## config.mk

```make
export PLATFORM = sky130hd
export DESIGN_NAME = sample_dac_tx
export DESIGN_NICKNAME = d
export VERILOG_FILES = /design/src/rtl/dac_pkg.sv /design/src/rtl/sclk_strobe_gen.sv /design/src/rtl/sample_dac_tx.sv
export SDC_FILE = /design/constraint.sdc
export NUM_CORES = 1
export LEC_CHECK = 0
export ABC_CLOCK_PERIOD_IN_PS = 6900
export BUFFER_PORTS_ARGS = -buffer_cell sky130_fd_sc_hd__buf_2
export CELL_PAD_IN_SITES_DETAIL_PLACEMENT = 1
export CELL_PAD_IN_SITES_GLOBAL_PLACEMENT = 2
export CORE_ASPECT_RATIO = 0.7
export CORE_MARGIN = 5
export CORE_UTILIZATION = 35
export CTS_BUF_LIST = sky130_fd_sc_hd__clkbuf_4
export CTS_CLUSTER_SIZE = 8
export DETAILED_ROUTE_END_ITERATION = 10
export GPL_TIMING_DRIVEN = 0
export PLACE_DENSITY = 0.87
export SETUP_SLACK_MARGIN = 0.5
export SLEW_MARGIN = 20
export SYNTH_ARGS = -nofsm -noshare
export SYNTH_HDL_FRONTEND = slang
export SYNTH_HIERARCHICAL = 1
export SYNTH_SLANG_ARGS = --single-unit
```

## constraint.sdc

```tcl
create_clock -name clk -period 6.9 [get_ports clk]
set_clock_uncertainty 0.05 [all_clocks]
set_input_delay 1.035 -clock clk [delete_from_list [all_inputs] [get_ports clk]]
set_output_delay 1.035 -clock clk [all_outputs]
set_load 0.03 [all_outputs]
```

## src/rtl/dac_pkg.sv

```systemverilog
// -----------------------------------------------------------------------------
// dac_pkg
// Shared definitions for the serial DAC transmitter.
//   FRAME_W  : bits per serial frame sent to the DAC
//   SAMPLE_W : width of the unsigned sample carried in the frame
//   CFG      : 4-bit control nibble (channel A, unbuffered, 1x gain, active)
//   state_t  : transmitter FSM states
//   make_frame() : packs a sample behind the control nibble
// -----------------------------------------------------------------------------
package dac_pkg;

    localparam int FRAME_W  = 16;
    localparam int SAMPLE_W = 12;

    localparam logic [3:0] CFG = 4'b0011;

    typedef enum logic [1:0] {
        IDLE  = 2'd0,
        SHIFT = 2'd1,
        GAP   = 2'd2
    } state_t;

    function automatic logic [FRAME_W-1:0] make_frame(input logic [SAMPLE_W-1:0] sample);
        return {CFG, sample};
    endfunction

endpackage

```

## src/rtl/sclk_strobe_gen.sv

```systemverilog
// -----------------------------------------------------------------------------
// sclk_strobe_gen
// Phase counter for the DAC serial clock. One bit period is 2*SCLK_DIV clk
// cycles: sclk is low for the first SCLK_DIV cycles and high for the rest.
// Ports:
//   clk     in   system clock
//   rst     in   synchronous active-high reset
//   clear   in   restart at phase 0 (start of a new frame)
//   en      in   advance the phase counter this cycle
//   sclk    out  registered serial clock level
//   bit_end out  high in the last cycle of a bit period while enabled
// -----------------------------------------------------------------------------
module sclk_strobe_gen #(
    parameter int SCLK_DIV = 2
) (
    input  logic clk,
    input  logic rst,
    input  logic clear,
    input  logic en,
    output logic sclk,
    output logic bit_end
);

    // 9 bits covers the largest bit period (2*255 cycles).
    localparam int PW = 9;
    localparam logic [PW-1:0] PHASE_LAST = PW'(2 * SCLK_DIV - 1);
    localparam logic [PW-1:0] PHASE_HIGH = PW'(SCLK_DIV);

    logic [PW-1:0] phase;
    logic [PW-1:0] phase_nxt;

    always_comb begin
        phase_nxt = (phase == PHASE_LAST) ? '0 : phase + PW'(1);
        bit_end   = en && (phase == PHASE_LAST);
    end

    // sclk is registered from the next phase so that it lines up with the
    // phase counter in the same cycle and never glitches on the pin.
    always_ff @(posedge clk) begin
        if (rst || clear) begin
            phase <= '0;
            sclk  <= 1'b0;
        end else if (en) begin
            phase <= phase_nxt;
            sclk  <= (phase_nxt >= PHASE_HIGH);
        end
    end

endmodule

```

## src/rtl/sample_dac_tx.sv

```systemverilog
// -----------------------------------------------------------------------------
// sample_dac_tx
// Sends 12-bit samples to a serial DAC as 16-bit frames {CFG, sample}, MSB
// first, with a minimum chip-select high gap between frames.
// Parameters:
//   SCLK_DIV   dac_sclk half-period in clk cycles (1..255)
//   GAP_CYCLES dac_cs_n high time between frames in clk cycles (1..255)
// Ports:
//   clk       in   system clock
//   rst       in   synchronous active-high reset
//   data      in   sample to send
//   valid     in   data valid this cycle
//   ready     out  sample accepted when valid & ready
//   busy      out  frame shifting or in its gap
//   dac_sclk  out  serial clock, idles low
//   dac_sdin  out  serial data, MSB first
//   dac_cs_n  out  chip select, active low
// Build option:
//   SAMPLE_DAC_TX_BUFFER_EN  adds a one-entry holding register so a sample can
//   be accepted while a frame is in flight; it launches right after the gap.
// -----------------------------------------------------------------------------
module sample_dac_tx
    import dac_pkg::*;
#(
    parameter int SCLK_DIV   = 2,
    parameter int GAP_CYCLES = 2
) (
    input  logic                clk,
    input  logic                rst,
    input  logic [SAMPLE_W-1:0] data,
    input  logic                valid,
    output logic                ready,
    output logic                busy,
    output logic                dac_sclk,
    output logic                dac_sdin,
    output logic                dac_cs_n
);

    localparam logic [7:0] GAP_LAST = 8'(GAP_CYCLES - 1);
    localparam logic [3:0] BIT_LAST = 4'(FRAME_W - 1);

    state_t              state;
    logic [FRAME_W-1:0]  frame_reg;
    logic [3:0]          bit_cnt;
    logic [7:0]          gap_cnt;

    logic                accept;
    logic                gap_done;
    logic                launch;
    logic                shift_en;
    logic                bit_end;
    logic [SAMPLE_W-1:0] launch_data;
    logic [FRAME_W-1:0]  launch_frame;

`ifdef SAMPLE_DAC_TX_BUFFER_EN
    logic                hold_full;
    logic                hold_full_nxt;
    logic [SAMPLE_W-1:0] hold_data;
`endif

    // A frame launches either straight from IDLE or, with the holding
    // register, at the end of a gap when a sample is waiting or arriving.
    always_comb begin
        accept   = valid && ready;
        gap_done = (state == GAP) && (gap_cnt == GAP_LAST);
        shift_en = (state == SHIFT);
`ifdef SAMPLE_DAC_TX_BUFFER_EN
        launch        = ((state == IDLE) && accept) || (gap_done && (hold_full || accept));
        launch_data   = hold_full ? hold_data : data;
        hold_full_nxt = hold_full;
        if (launch && hold_full) begin
            hold_full_nxt = 1'b0;
        end else if (accept && !launch) begin
            hold_full_nxt = 1'b1;
        end
`else
        launch      = (state == IDLE) && accept;
        launch_data = data;
`endif
        launch_frame = make_frame(launch_data);
    end

    sclk_strobe_gen #(
        .SCLK_DIV (SCLK_DIV)
    ) u_sclk_strobe_gen (
        .clk     (clk),
        .rst     (rst),
        .clear   (launch),
        .en      (shift_en),
        .sclk    (dac_sclk),
        .bit_end (bit_end)
    );

    // Main FSM. All pin-facing outputs are registered. The bit counter stops
    // at the last bit so a frame can never run on into a second one; a new
    // frame always restarts it from zero on launch.
    always_ff @(posedge clk) begin
        if (rst) begin
            state     <= IDLE;
            frame_reg <= '0;
            bit_cnt   <= '0;
            gap_cnt   <= '0;
            dac_cs_n  <= 1'b1;
            dac_sdin  <= 1'b0;
            busy      <= 1'b0;
            ready     <= 1'b0;
`ifdef SAMPLE_DAC_TX_BUFFER_EN
            hold_full <= 1'b0;
            hold_data <= '0;
`endif
        end else begin
            if (launch) begin
                state     <= SHIFT;
                frame_reg <= launch_frame;
                bit_cnt   <= '0;
                gap_cnt   <= '0;
                dac_cs_n  <= 1'b0;
                dac_sdin  <= launch_frame[FRAME_W-1];
                busy      <= 1'b1;
            end else begin
                case (state)
                    IDLE: begin
                        busy <= 1'b0;
                    end
                    SHIFT: begin
                        // sdin only moves at a bit boundary, i.e. as sclk
                        // falls back low, so it is stable across the rise.
                        if (bit_end) begin
                            if (bit_cnt == BIT_LAST) begin
                                state    <= GAP;
                                gap_cnt  <= '0;
                                dac_cs_n <= 1'b1;
                                dac_sdin <= 1'b0;
                            end else begin
                                bit_cnt  <= bit_cnt + 4'd1;
                                dac_sdin <= frame_reg[BIT_LAST - bit_cnt - 4'd1];
                            end
                        end
                    end
                    GAP: begin
                        if (gap_done) begin
                            state <= IDLE;
                            busy  <= 1'b0;
                        end else begin
                            gap_cnt <= gap_cnt + 8'd1;
                        end
                    end
                    default: begin
                        state    <= IDLE;
                        dac_cs_n <= 1'b1;
                        dac_sdin <= 1'b0;
                        busy     <= 1'b0;
                    end
                endcase
            end

`ifdef SAMPLE_DAC_TX_BUFFER_EN
            hold_full <= hold_full_nxt;
            if (accept && !launch) begin
                hold_data <= data;
            end
            ready <= !hold_full_nxt;
`else
            ready <= !launch && ((state == IDLE) || gap_done);
`endif
        end
    end

endmodule

```

Word-level counts from Yosys, hierarchy flattened --
Index checks and enable logic that the tools add are counted.
Cells by class: bitwise logic cells 3, add/sub/neg operators 5, $lt $le $gt $ge 2, mux-type cells 22, reductions and logical operators 19, equal/unequal tests 15
Operators by type and width (count):
- 8-bit 2-to-1 mux | 3
- 8-bit case mux with 2 select lines | 1
- 2-bit != test (second input constant) | 6
- 4-bit AND reduction | 3
- 9-bit by 1-bit adder with 9-bit output (second input constant) | 1
- 9-bit by 2-bit == test with 1-bit output (second input constant) | 1
- 9-bit by 2-bit >= comparator with 1-bit output (second input constant) | 1
- 1-bit 2-to-1 mux | 9
- 9-bit 2-to-1 mux | 1
- 3-bit != test (second input constant) | 3
- 8-bit by 1-bit adder with 8-bit output (second input constant) | 1
- 8-bit by 1-bit == test with 1-bit output (second input constant) | 1
- 2-bit 2-to-1 mux | 3
- 1-bit case mux with 2 select lines | 3
- 2-bit case mux with 3 select lines | 1
- 3-bit AND reduction | 2
- 1-bit logical AND | 5
- 4-bit by 5-bit < comparator with 1-bit output (second input constant) | 1
- 4-bit by 1-bit adder with 4-bit output (second input constant) | 1
- 1-bit binary-select mux with 4-bit select | 1
- 4-bit == test (second input constant) | 1
- 2-bit AND reduction | 2
- 2-bit OR reduction | 2
- 4-bit by 1-bit subtractor with 4-bit output (second input constant) | 1
- other kinds (9) | 12
Storage, ports and cells: logic and storage cells 77, bits in registers 41, input port bits 15, output and inout port bits 5

Logic depth before layout (Yosys ltp) --
Gate-level depths: netlist of the first run.
depth after elaboration 7, mapped depth 10, gate-level depth less buffers 8

By module --
The synthesis of the first run kept the hierarchy.
Modules (own cells, without submodules):
- sample_dac_tx | cells each 160, area each 1438.9 um^2, times used 1, sequential area each 620.6 um^2
- sclk_strobe_gen | cells each 80, area each 633.1 um^2, times used 1, sequential area each 200.2 um^2

Worst setup path before layout of the first run --
OpenSTA, ideal clock, no wires.
path type input port to flip-flop, start point input port valid, end point register u_sclk_strobe_gen.sclk, data arrival time 2.615 ns, required time 6.735 ns, setup slack 4.120 ns, buffers on the path 3, setup time 0.115 ns, cell stages on the path 10, path through nand2_1 or3_1 buf_2 inv_2 buf_2 or2_2 clkbuf_1 nor3_1 a41o_1 a31o_1
Between the ends: word-level cells in the longest chain between the ends 3
Ends and longest elaborated chain:
- start, declared | line sample_dac_tx.sv:31 | input logic valid,
- 1-bit logical AND | line sample_dac_tx.sv:64 | accept = valid && ready;
- 1-bit logical AND | line sample_dac_tx.sv:77 | launch = (state == IDLE) && accept;
- named net launch | line sample_dac_tx.sv:49 | logic launch;
- 1-bit logical OR | line sclk_strobe_gen.sv:40 | if (rst || clear) begin
- end signal, assigned | line sclk_strobe_gen.sv:45 | sclk <= (phase_nxt >= PHASE_HIGH);
- end, declared | line sclk_strobe_gen.sv:20 | output logic sclk,
The timed path passes the listed nets, and every way through them passes these cells. A chain may end at the register's enable or synchronous reset.

Worst setup path after layout of the first run --
Same ends and word-level chain as after synthesis.

==> impl_results.md, run 1 <==
- Status: complete, no violations
- Drt initial violations: 40
- Max-slew violations: 0
- Final #Nets: 286
- Power Density: 205 mW/mm^2
- Post-synthesis register bit count: 41
- PortBufs: 19
- DP HPWL: 3410 um
- Unique masters post-synth: 54
- Max_slew headroom: 0.690
- Critical Path AT: 2.98 ns
- Core area: 0.00573 mm^2
- Multi-input logic area: 0.00114 mm^2
- CTS Buffer Depth: 2
- Top post-synthesis cells by count: dfxtp_1 (41), nand2_1 (41), a21oi_1 (26)
- Sequential share of the synthesized area: 0.396
- Worst path top cell family by delay: buffers and inverters
- Mux share of post-synthesis cell area: 0.0429
- Largest net degree at the start of global routing: 14
- Dpl cell area: 0.00226 mm^2
- Synth Area in Compound Gates: 0.146
- Startpoint Class: primary input
- Top cell type's share of synthesized area: 0.396
- Final hold viol count: 0
- Placer Congestion: 0.815
- Cts-stage hold buffer count: 0
- Synth Area in XOR/XNOR: 0.0719
- Die Wd: 102 um
- CTS tree: built
- Setup Total Neg Slack: 0 ns
- Global route overflow: 0
- Total GRT Usage: 0.138
- Worst-Margin Slew: 0.464 ns
- Die Y: 74.4 um
- Vias per inst: 4.99
- Maximum clock rate: 360 MHz
- Period Utilization, post-route: 0.402
- RSZ-0062 raised after global routing: false
- Die area: 0.00758 mm^2
- Initial Utilization: 0.362
- Crit path largest cell delay: 0.37 ns
- First-pass iteration count of the detailed router: 4
- Post-cts resize count: 0
- Share of cells above drive strength 1: 0.206
- # fillers: 701
- CP most frequent cell: buf_2
- Final worst path period need: 2.78 ns
- Worst-path maximum fanout: 10
- Post-synth ARST share: 0
- Hold WS: 0.414 ns
- WP data required: 7.11 ns
- CP max-delay cell: clkbuf_1
- Setup Crit Path Kind: primary input to flop
- Via count: 1,708
- Root buf cell: clkbuf_4
- Largest family of logic cells by synthesized area: simple AND/OR/NAND/NOR gates
- Synth top area cells: dfxtp_1 (40%), nand2_1 (7.4%), a21oi_1 (6.3%)
- Mean routed wirelength per cell: 13.4 um
- Register Area: 821 um^2
- Clock transition at path regs: 0.12 ns
- Routed WL: 4570 um
- Ports: 20
- Clock sink count: 41
- Yosys warning count: 6
- Lkg Pwr: 0.873 nW
- Main flop type after synthesis: dfxtp_1
- N_diodes: 0
- Antenna violations before repair: 0
- Mapped cell area: 0.00207 mm^2
- Post-Synth Simple-Gate Area: 0.259
- Worst skew pair latency: 0.35 ns
- Setup violators final: 0
- Residual DRC: 0
- Setup Buffers After CTS: 0
- Post-Syn Nets: 260
- Number of flops mapped to enable cells by yosys: 0
- Adder-Cell Fraction of Synth Area: 0.0302
- Post-Syn Instances: 240
- CTS H-tree depth: 2
- Area Growth Syn to Fin: 12.9%
- First-pass GRT wire length: 8180 um
- Hold Path Class: flop to flop
- Total CTS buffers: 5
- Leading area contributor after synthesis: dfxtp_1
- Final instance area: 0.00234 mm^2
- VDD IR max: 0.000109 V
- Critical Path Sink Type: flop
- Crit path buf inv count: 5
- Vias in the first global route: 1,771
- Crit path cell chain: buf_2, nand2_1, or3_1, buf_2, inv_2, buf_2, or2_2, clkbuf_1, nor3_1, a41o_1, a31o_1
- Avg Cell Area, Syn: 8.63 um^2
- Post-route ant nets: 0
- Max-Cap Viols: 0
- Row count: 23
- Max FFs per register: 13
[area by class of cell]
class / instances / share of cell area
Multi-Input combinational cell: 179 / 0.487
Sequential cell: 41 / 0.351
Timing Repair Buffer: 19 / 0.0406
Tap cell: 75 / 0.0401
Buffer: 15 / 0.0396
Clock inverter: 3 / 0.0176
Clock buffer: 5 / 0.0160
Inverter: 5 / 0.00802
[through the flow]
stage | utilization | setup WS, ns | cells | power, mW
2_1_floorplan | - | 4.12 | 240 | 0.308
3_3_place_gp | 0.395 | 3.69 | 334 | 0.327
3_5_place_dp | 0.395 | 3.70 | 334 | 0.328
4_1_cts | 0.409 | 4.09 | 342 | 0.490
5_1_grt | 0.409 | 3.91 | 342 | 0.505
6_report | 0.409 | 4.12 | 342 | 0.480
[logic make-up (layout without fill, tap and decap cells)]
| family | count (synthesis) | count (layout) |
|---|---|---|
| AND/OR/NAND/NOR | 105 | 105 |
| adder cells (fa/ha/maj) | 5 | 5 |
| AO/OA/AOI/OAI | 47 | 47 |
| multiplexers | 5 | 5 |
| buffers and inverters | 20 | 47 |
| flip-flops | 41 | 41 |
| XOR/XNOR | 17 | 17 |
[final timing paths]
| path | start | end | slack [ns] | cells past startpoint |
|---|---|---|---|---|
| worst max-delay path | valid | u_sclk_strobe_gen/sclk | 4.12 | 11 |
| worst min-delay path | frame_reg[9] | frame_reg[9] | 0.41 | 2 |
| worst max register to register | u_sclk_strobe_gen/phase[0] | gap_cnt[7] | 4.19 | 8 |
| worst min register to register | frame_reg[9] | frame_reg[9] | 0.41 | 2 |
[power breakdown]
group	internal (mW)	switching, mW	total [mW]	leakage, nW
combinational	0.0261	0.0396	0.0657	0.502
sequential	0.247	0.00864	0.256	0.332
clock	0.0750	0.0832	0.158	0.0389
total	0.348	0.131	0.480	0.873
[worst register-to-register path: cells and delay by family (launching register included)]
| family | cells | cell delay [ns] |
|---|---|---|
| flip-flops | 1 | 0.50 |
| AND/OR/NAND/NOR | 5 | 1.06 |
| adder cells (fa/ha/maj) | 1 | 0.34 |
| AO/OA/AOI/OAI | 1 | 0.48 |
| XOR/XNOR | 1 | 0.20 |
[cells in the final DEF (no fill, tap or decap), drive strengths merged, types with 2 or more instances in the layout]
master  Yosys  final
nand2      42     42
dfxtp      41     41
buf        11     30
a21oi      26     26
nor2       22     22
xor2       12     12
clkbuf      4      9
nand4       7      7
o21ai       7      7
nor3        6      6
nand3       6      6
xnor2       5      5
ha          5      5
inv         5      5
and3        5      5
or3         4      4
mux4        3      3
nand2b      2      2
o211ai      2      2
nor2b       2      2
a211oi      2      2
nand3b      2      2
and2        2      2
[per-layer routing]
layer	vias up	wire (um)	share of wire	global-route usage
met5	-	0	0	0
met4	0	70	0.015	0.0524
met3	7	163	0.036	0.0366
met2	23	1980	0.43	0.219
met1	794	2360	0.52	0.181
li1	884	-	-	-
Power figures use the tool's default switching activity.
==> run 2, diff against run 1 <==
--- a/config.mk
+++ b/config.mk
@@ -5,13 +5,14 @@
 export SDC_FILE = /design/constraint.sdc
 export NUM_CORES = 1
 export LEC_CHECK = 0
-export ABC_CLOCK_PERIOD_IN_PS = 6900
+export ABC_AREA = 1
+export ABC_CLOCK_PERIOD_IN_PS = 2300
 export BUFFER_PORTS_ARGS = -buffer_cell sky130_fd_sc_hd__buf_2
 export CELL_PAD_IN_SITES_DETAIL_PLACEMENT = 1
 export CELL_PAD_IN_SITES_GLOBAL_PLACEMENT = 2
 export CORE_ASPECT_RATIO = 0.7
 export CORE_MARGIN = 5
-export CORE_UTILIZATION = 35
+export CORE_UTILIZATION = 30
 export CTS_BUF_LIST = sky130_fd_sc_hd__clkbuf_4
 export CTS_CLUSTER_SIZE = 8
 export DETAILED_ROUTE_END_ITERATION = 10
==> constraint.sdc (replaced) <==
create_clock -name clk -period 2.3 [get_ports clk]
set_clock_uncertainty 0.05 [all_clocks]
set_input_delay 0.345 -clock clk [delete_from_list [all_inputs] [get_ports clk]]
set_output_delay 0.345 -clock clk [all_outputs]
set_load 0.03 [all_outputs]
==> impl_results.md, run 2 <==
- Status: complete, no violations
- Hold Path Class: primary input to flop
- Comb pwr share: 0.475
- Root buf cell: clkbuf_4
- Maximum clock rate: 571 MHz
- Post-Syn Nets: 337
- Net switching power: 1.28 mW
- R2r setup slk: 0.55 ns
- Largest net degree at the start of global routing: 13
- Vias in the first global route: 2,134
- Clock transition at path regs: 0.13 ns
- Antenna violations before repair: 0
- Final design utilization: 0.393
- Seq pwr share: 0.365
- Post-route ant nets: 0
- Worst-Margin Slew: 0.516 ns
- Die Wd: 110 um
- Total CTS buffers: 5
- WP data required: 2.50 ns
- Max-slew violations: 0
- Commonest non-fill, non-tap cells in the layout: nand2_1 (63), nor2_1 (43), inv_1 (36)
- CTS tree: built
- Clock sink count: 41
- Worst path top cell family by delay: simple AND/OR/NAND/NOR gates
- Initial Utilization: 0.311
- Unique masters post-synth: 26
- Most common cell after layout, fill and taps aside: nand2_1
- PortBufs: 19
- First-pass GRT wire length: 10,200 um
- Hold Crit Start: data[7]
- Most common cell in the synthesized netlist: nand2_1
- Cell-internal power: 1.70 mW
- Core area: 0.00679 mm^2
- Residual DRC: 0
- CTS H-tree depth: 2
- Mapped cell area: 0.00211 mm^2
- Crit path largest cell delay: 0.39 ns
- Sw frac: 0.429
- Setup Crit Path Kind: flop to flop
- Post-Layout Cell Count: 457
- Via count: 2,115
- Worst skew pair latency: 0.34 ns
- First-pass iteration count of the detailed router: 4
- RSZ-0062 raised after global routing: true
- Critical Path Sink Type: flop
- Number of flops mapped to enable cells by yosys: 0
- Final worst path period need: 1.75 ns
- Power Density: 1110 mW/mm^2
- Post-Syn Instances: 317
- VDD IR max: 0.000530 V
- Period Utilization, post-route: 0.761
- Share of cells above drive strength 1: 0.251
- Clock power frac: 0.160
- Max_slew headroom: 0.656
- Die area: 0.00884 mm^2
- Hold Path Depth: 3
- Die Y: 80.2 um
- Placer Congestion: 0.795
- Setup Total Neg Slack: 0 ns
- Max FFs per register: 13
- # placed instances: 430
- Startpoint Class: flop
- Row count: 25
- Crit path cell chain: inv_2, nor2_4, buf_6, inv_1, nor2_4, inv_2, nand2_2, nand2_4, nor2_4, nand2_4, nand2_8, nand3_2, nand2_1, nor2_1
- R2R Path Start: state[0]
- Pre-CTS setup slack: 0.186 ns
- Synth top area cells: dfxtp_1 (39%), nand2_1 (13%), nor2_1 (8.2%)
- CP most frequent cell: nor2_4
- Top post-synthesis cells by count: nand2_1 (71), nor2_1 (46), dfxtp_1 (41)
- DP HPWL: 4250 um
- Worst min-delay path endpoint: frame_reg[7]
- Critical Path AT: 1.95 ns
- Cells on worst reg2reg path: 14
- Crit Reg-Reg Endpoint: gap_cnt[5]
- Ports: 20
- Final setup margin: 0.550 ns
- Worst-path maximum fanout: 8
- Crit path buf inv count: 4
- Avg Cell Area, Syn: 6.65 um^2
- Post-synth ARST share: 0
- Total GRT Usage: 0.145
- Yosys warning count: 6
- Post-synthesis register bit count: 41
- Final hold viol count: 0
- Drt initial violations: 80
- Sequential share of the synthesized area: 0.389
- Power, Total: 2.97 mW
- Setup violators final: 0
- # fillers: 896
- Routed WL: 6060 um
- Final #Nets: 382
- Vias per inst: 4.63
- CP max-delay cell: dfxtp_4
- Main flop type after synthesis: dfxtp_1
- N_diodes: 0
- Top cell type's share of synthesized area: 0.389
- CTS Buffer Depth: 2
- Leading area contributor after synthesis: dfxtp_1
- Max-Cap Viols: 0
- Area Growth Syn to Fin: 26.6%
- Lkg Pwr: 1.19 nW
- Global route overflow: 0
- Mean routed wirelength per cell: 13.3 um
-- run 2: logic make-up (layout without fill, tap and decap cells) --
group | after synthesis | after routing | share of synthesized area
buffers and inverters | 49 | 94 | 0.0890
xor gates and xnor gates | 2 | 2 | 0.0119
AOI/OAI and AO/OA | 52 | 52 | 0.126
adders and majority gates | 5 | 5 | 0.0297
DFF | 41 | 41 | 0.389
and+or+nand+nor | 168 | 169 | 0.355
-- run 2: cell type report --
type	instances	area, um^2	area share
Buffer	6	35.0	0.0131
Multi-Input combinational cell	228	1210	0.453
Clock inverter	2	33.8	0.0127
Inverter	43	164	0.0614
Sequential cell	41	836	0.313
Clock buffer	6	45.0	0.0169
Tap cell	94	118	0.0440
Timing Repair Buffer	37	230	0.0862
-- run 2: worst max-delay path by stage --
stage	end	start	depth (start not counted)
CTS	gap_cnt[4]	u_sclk_strobe_gen/phase[1]	14
global placement	gap_cnt[1]	u_sclk_strobe_gen/phase[0]	14
floorplan	gap_cnt[2]	u_sclk_strobe_gen/phase[0]	14
detailed placement	gap_cnt[3]	u_sclk_strobe_gen/phase[0]	14
finish	gap_cnt[5]	state[0]	14
global route	gap_cnt[5]	state[0]	14
-- run 2: what timing repair did --
| action | 4_1_cts | 5_1_grt |
|---|---|---|
| hold buffers | 0 | 0 |
| cloned | 1 | 0 |
| pin swaps | 13 | 13 |
| gates resized for setup | 20 | 19 |
| endpoints found under the setup margin | 25 | 26 |
| buffers inserted | 8 | 10 |
-- run 2: power groups by stage --
stage	Sequential [mW]	Clock, mW	Combinational [mW]
final	1.08	0.477	1.41
after global placement	1.07	0	0.994
after global routing	1.11	0.533	1.58
after CTS	1.08	0.495	1.24
after detailed placement	1.08	0	1.04
after floorplan	1.08	0	0.748
-- run 2: worst min-delay path, delay by kind of cell --
kind / cells / cell delay [ns]
AO/OA/AOI/OAI: 1 / 0.07
buffers and inverters: 1 / 0.07
AND/OR/NAND/NOR: 1 / 0.08
-- run 2: routing by layer --
| metal | GRT usage | wire length, um | vias up |
|---|---|---|---|
| met1 | 0.200 | 3090 | 989 |
| met5 | 0 | 0 | - |
| li1 | - | - | 1101 |
| met3 | 0.0289 | 156 | 5 |
| met2 | 0.232 | 2760 | 20 |
| met4 | 0.0295 | 44 | 0 |
-- run 2: per-stage QoR --
| stage | hold WS, ns | area (um^2) |
|---|---|---|
| detailed placement | 0.418 | 2320 |
| finish | 0.196 | 2670 |
| floorplan | 0.364 | 2110 |
| global route | 0.188 | 2670 |
| global placement | 0.412 | 2320 |
| CTS | 0.185 | 2530 |
